===== config.mk =====
export PLATFORM = sky130hd
export DESIGN_NAME = trap_sequencer
export DESIGN_NICKNAME = d
export VERILOG_FILES = /design/src/rtl/trap_sequencer.sv
export SDC_FILE = /design/constraint.sdc
export NUM_CORES = 1
export LEC_CHECK = 0
export CORE_MARGIN = 5
export CORE_UTILIZATION = 34
export CTS_CLUSTER_DIAMETER = 200
export DETAILED_ROUTE_END_ITERATION = 7
export GPL_TIMING_DRIVEN = 0
export PLACE_DENSITY = 0.8
export SYNTH_ARGS = -nofsm -noshare
export SYNTH_HDL_FRONTEND = slang
export SYNTH_SLANG_ARGS = --single-unit

===== constraint.sdc =====
create_clock -name clk -period 2.2 [get_ports clk]
set_input_delay 0.66 -clock clk [delete_from_list [all_inputs] [get_ports clk]]
set_output_delay 0.66 -clock clk [all_outputs]
set_load 0.05 [all_outputs]

===== src/rtl/trap_sequencer.sv =====
// Machine-mode trap-entry / MRET-return sequencer driving the CSR trap-write path and fetch redirect.
// Optional feature: define TRAP_VECTORED_EN for vectored interrupt targets when mtvec[1:0] == 2'b01.
module trap_sequencer #(
  parameter int XLEN         = 32,
  parameter int FLUSH_CYCLES = 2
) (
  input  logic            clk,
  input  logic            rst_n,
  input  logic [8:0]      i_exc_req,
  input  logic [XLEN-1:0] i_exc_pc,
  input  logic [XLEN-1:0] i_exc_tval,
  input  logic [2:0]      i_irq_pend,
  input  logic [2:0]      i_irq_en,
  input  logic            i_mstatus_mie,
  input  logic [XLEN-1:0] i_irq_pc,
  input  logic            i_mret_req,
  input  logic [XLEN-1:0] i_mtvec,
  input  logic [XLEN-1:0] i_mepc,
  output logic            o_flush,
  output logic            o_stall,
  output logic            o_trap_wr,
  output logic            o_mret_wr,
  output logic [XLEN-1:0] o_cause,
  output logic [XLEN-1:0] o_epc,
  output logic [XLEN-1:0] o_tval,
  output logic            o_redir_valid,
  input  logic            i_redir_ready,
  output logic [XLEN-1:0] o_redir_pc,
  output logic            o_busy
);

  typedef enum logic [1:0] {
    IDLE   = 2'd0,
    FLUSH  = 2'd1,
    COMMIT = 2'd2,
    REDIR  = 2'd3
  } state_t;

  localparam logic [3:0] FLUSH_LOAD = 4'(FLUSH_CYCLES - 1);

  state_t          r_state;
  logic [3:0]      r_cnt;
  logic            r_is_ret;
  logic            r_flush;
  logic            r_busy;
  logic            r_trap_wr;
  logic            r_mret_wr;
  logic            r_redir_valid;
  logic [XLEN-1:0] r_cause;
  logic [XLEN-1:0] r_epc;
  logic [XLEN-1:0] r_tval;
  logic [XLEN-1:0] r_redir_pc;

  logic            w_exc_any;
  logic [3:0]      w_exc_code;
  logic [2:0]      w_irq_act;
  logic            w_irq_take;
  logic [3:0]      w_irq_code;
  logic [XLEN-1:0] w_base;
  logic [XLEN-1:0] w_trap_target;
  logic [XLEN-1:0] w_redir_target;
  logic            w_unused;

  // Lowest set exception bit wins; bit 8 (ecall) maps onto cause 11.
  always_comb begin
    w_exc_any  = |i_exc_req;
    w_exc_code = 4'd0;
    for (int i = 8; i >= 0; i--) begin
      if (i_exc_req[i]) begin
        w_exc_code = (i == 8) ? 4'd11 : 4'(i);
      end
    end
    w_irq_act  = i_irq_pend & i_irq_en;
    w_irq_take = i_mstatus_mie && (|w_irq_act);
    if (w_irq_act[2]) begin
      w_irq_code = 4'd11;
    end else if (w_irq_act[0]) begin
      w_irq_code = 4'd3;
    end else begin
      w_irq_code = 4'd7;
    end
  end

  assign w_base = {i_mtvec[XLEN-1:2], 2'b00};

`ifdef TRAP_VECTORED_EN
  assign w_trap_target = (r_cause[XLEN-1] && (i_mtvec[1:0] == 2'b01))
                       ? w_base + {{(XLEN-6){1'b0}}, r_cause[3:0], 2'b00}
                       : w_base;
`else
  assign w_trap_target = w_base;
`endif

  assign w_redir_target = r_is_ret ? {i_mepc[XLEN-1:2], 2'b00} : w_trap_target;
  assign w_unused       = ^{i_mtvec[1:0], i_mepc[1:0]};

  always_ff @(posedge clk or negedge rst_n) begin
    if (!rst_n) begin
      r_state       <= IDLE;
      r_cnt         <= 4'd0;
      r_is_ret      <= 1'b0;
      r_flush       <= 1'b0;
      r_busy        <= 1'b0;
      r_trap_wr     <= 1'b0;
      r_mret_wr     <= 1'b0;
      r_redir_valid <= 1'b0;
      r_cause       <= '0;
      r_epc         <= '0;
      r_tval        <= '0;
      r_redir_pc    <= '0;
    end else begin
      r_trap_wr <= 1'b0;
      r_mret_wr <= 1'b0;
      case (r_state)
        IDLE: begin
          if (w_exc_any || i_mret_req || w_irq_take) begin
            r_state <= FLUSH;
            r_flush <= 1'b1;
            r_busy  <= 1'b1;
            r_cnt   <= FLUSH_LOAD;
          end
          if (w_exc_any) begin
            r_is_ret <= 1'b0;
            r_cause  <= {{(XLEN-4){1'b0}}, w_exc_code};
            r_epc    <= i_exc_pc;
            r_tval   <= (w_exc_code == 4'd11) ? '0 : i_exc_tval;
          end else if (i_mret_req) begin
            r_is_ret <= 1'b1;
          end else if (w_irq_take) begin
            r_is_ret <= 1'b0;
            r_cause  <= {1'b1, {(XLEN-5){1'b0}}, w_irq_code};
            r_epc    <= i_irq_pc;
            r_tval   <= '0;
          end
        end
        FLUSH: begin
          if (r_cnt == 4'd0) begin
            r_state   <= COMMIT;
            r_flush   <= 1'b0;
            r_trap_wr <= !r_is_ret;
            r_mret_wr <= r_is_ret;
          end else begin
            r_cnt <= r_cnt - 4'd1;
          end
        end
        COMMIT: begin
          r_state       <= REDIR;
          r_redir_pc    <= w_redir_target;
          r_redir_valid <= 1'b1;
        end
        REDIR: begin
          if (i_redir_ready) begin
            r_state       <= IDLE;
            r_redir_valid <= 1'b0;
            r_busy        <= 1'b0;
          end
        end
        default: r_state <= IDLE;
      endcase
    end
  end

  assign o_flush       = r_flush;
  assign o_stall       = r_busy;
  assign o_busy        = r_busy;
  assign o_trap_wr     = r_trap_wr;
  assign o_mret_wr     = r_mret_wr;
  assign o_cause       = r_cause;
  assign o_epc         = r_epc;
  assign o_tval        = r_tval;
  assign o_redir_valid = r_redir_valid;
  assign o_redir_pc    = r_redir_pc;

endmodule


==> out/metrics.cfg <==
[setup_path]
cp-end-kind = flop
rr_worst_depth = 5
crit_type = input port to flop
startpoint_type = input port
worst-path-max-fanout = 5
crit_buf_inv = 3
path_depth = 8
reg2reg_to = o_epc[26]
slowest_stage = or4_4
r2r_slack_ns = 0.16
r2r_start = r_state[0]
cp.arrival_ns = 2.38
cp_common_cell = clkbuf_16
crit_chain = buf_8 > or4_4 > or3_4 > o21a_4 > clkbuf_16 > clkbuf_16 > nor2_4 > a21oi_1
cp.required_ns = 2.41
critPathTopFamily = simple AND/OR/NAND/NOR gates
cpPeakStageDelay_ns = 0.53

[finish]
post-route-util_pct = 61.6
fin_area_mm2 = 0.00902
syn_to_final_growth_pct = 76.6
fin_nets = 1010
post_route_cells_drive_above_1_share_pct = 16.7
insertedDiodeCount = 0

[min_path]
hp-class = input port to async pin

[logic_synthesis]
synth_top_cell_by_area = dfrtp_1
synth_adder_area_share_pct = 1.72
netlist_area_mm2 = 0.00511
async_flop_share_pct = 100
synth_xor_area_share_pct = 0.172
syn_avg_cell_area_um2 = 10.5
ys_ff_latch = 111
synth_top_family_by_area = compound AO/OA/AOI/OAI gates
synth-simple-area-share_pct = 8.45
synth_cell_type_count = 41
synth_edf_count = 0
synth_top_area_share_pct = 54.4
synth_cells = 484
synth.most_common_cell = dfrtp_1
synth_common_cells = dfrtp_1, nor2_1, a21oi_1
yosysWarnings = 0
seq_area_frac_synth_pct = 54.4
synth_compound_area_share_pct = 20.2
synth_mux_area_share_pct = 6.30
synthFlopType = dfrtp_1
yosys-top-cells-area = dfrtp_1, a21oi_1, mux2i_1, nor2_1, a22o_1

[place]
port_buffers = 280
place_worst_setup_slack_ns = -1.19
dpl.hpwl_um = 13600
place_congestion = 0.791
dpl_cell_area_mm2 = 0.00828

[floorplanning]
die_h_um = 133
core-area_mm2 = 0.0146
initial_utilization_pct = 34.9
rows = 44
die_x_um = 133
ios = 314
die_area_mm2 = 0.0176

[global_route]
grt_use_total_pct = 19.3
antenna_found_initial = 0
grt_pass1_vias = 4957
grt_pass1_wl_um = 27000
overflow = 0
grt_max_degree = 61

[sta]
relSlewSlack_pct = 52.3
post-route-period-util_pct = 98.8
setup_viol = 0
max_freq_mhz = 460
final.setup.tns_ns = 0
finalHoldViolCount = 0
hold_ws_ns = 0.349
tightestPinTransition_ns = 0.716
rsz0062_at_grt = true
finalCriticalPeriod_ns = 2.17
finalClockSkew_ns = 0.00674
setup_slack_ns = 0.0261
slew_viol_final = 0

[outcome]
status = finished clean

[drt]
ant_nets = 0
top_layer = met4
routed_via_density = 4.82
drc = 0
wl_met3_um = 1470
wl_met2_um = 9060
first_iter_violations = 204
dr.pass1.iters = 4
wl_per_cell_um = 17.6
vias = 4876
met1_length_um = 7010
routed_wl_um = 17800

[cts]
cts_buffers = 9
clk_latency_ns = 0.35
path_clk_slew_ns = 0.07
cts_tree = built
cts_root_buffer = clkbuf_16
cts_sinks = 111
htree_levels = 3
cts_buffer_depth = 2

[power]
ir_worst_vdd_mv = 0.838
p_per_area_mw_per_mm2 = 1520
power.static_leakage_nw = 4.17

[job]
drv_cap = 0

cell type report:
| type | instances | area (um2) |
|---|---|---|
| Buffer | 62 | 430 |
| Clock buffer | 13 | 250 |
| Clock inverter | 3 | 42.5 |
| Fill cell | 1228 | 5630 |
| Inverter | 8 | 30.0 |
| Multi-Input combinational cell | 329 | 2170 |
| Sequential cell | 111 | 2780 |
| Tap cell | 184 | 230 |
| Timing Repair Buffer | 302 | 3080 |
cell families after synthesis:
logic type	Yosys count
compound gates	159
flops	111
simple gates	101
buf+inv	72
mux	32
fa+ha+maj	7
other cells	1
xor+xnor	1
metal layers:
metal	vias up	global-route usage [%]
li1	2349	-
met1	2313	22.5
met2	199	33.7
met3	15	6.61
met4	0	5.95
met5	-	0
timing repair:
action,CTS,global route
gates cloned,1,3
buffers inserted,14,3
hold buffers,0,0
pin swaps,9,7
setup endpoints to repair,133,107
resized for setup,125,91
worst max path at each step:
stage | from | end | slack, ns
floorplan | i_exc_req[5] | o_epc[24] | -0.19
global placement | rst_n | o_tval[0] | -3.83
detailed placement | i_irq_pend[2] | r_state[1] | -1.19
CTS | i_exc_req[3] | o_epc[22] | -0.002
global route | i_exc_req[6] | o_epc[3] | -0.02
finish | i_exc_req[6] | o_epc[29] | 0.03
metrics by stage:
step / cells / total power [mW]
finish: 1012 / 13.7
global route: 1012 / 14.4
CTS: 1007 / 13.5
detailed placement: 977 / 12.0
global placement: 976 / 11.9
floorplan: 512 / 9.01
report_power, final:
part / switching [mW] / leakage [nW] / internal [mW] / total, mW
clock network: 0.716 / 0.140 / 0.915 / 1.63
logic: 5.60 / 2.74 / 2.87 / 8.47
registers: 0.572 / 1.29 / 3.03 / 3.61
flip-flops by register name, indices dropped and copies added (netlist names):
register	count
o_epc	32
r_is_ret	1
o_flush	1
r_cnt	4
o_tval	32
o_redir_valid	1
o_cause	5
o_busy	1
o_mret_wr	1
r_state	2
o_redir_pc	30
o_trap_wr	1
cell usage in the layout (no fill, tap or decap), types with 5 or more instances in the layout:
master	count
dfrtp_1	111
ha_1	6
dlygate4sd2_1	59
clkbuf_1	17
nand2_1	7
conb_1	29
a22o_1	32
nor2_4	5
nor2_2	19
o22ai_1	30
inv_1	8
mux2i_1	31
a21oi_1	68
buf_2	7
buf_6	7
o21ai_0	6
clkbuf_16	12
clkdlybuf4s50_1	166
buf_4	47
dlymetal6s2s_1	44
nor2_1	54
clkbuf_2	8
No activity file was read; power rests on OpenSTA's default activity.
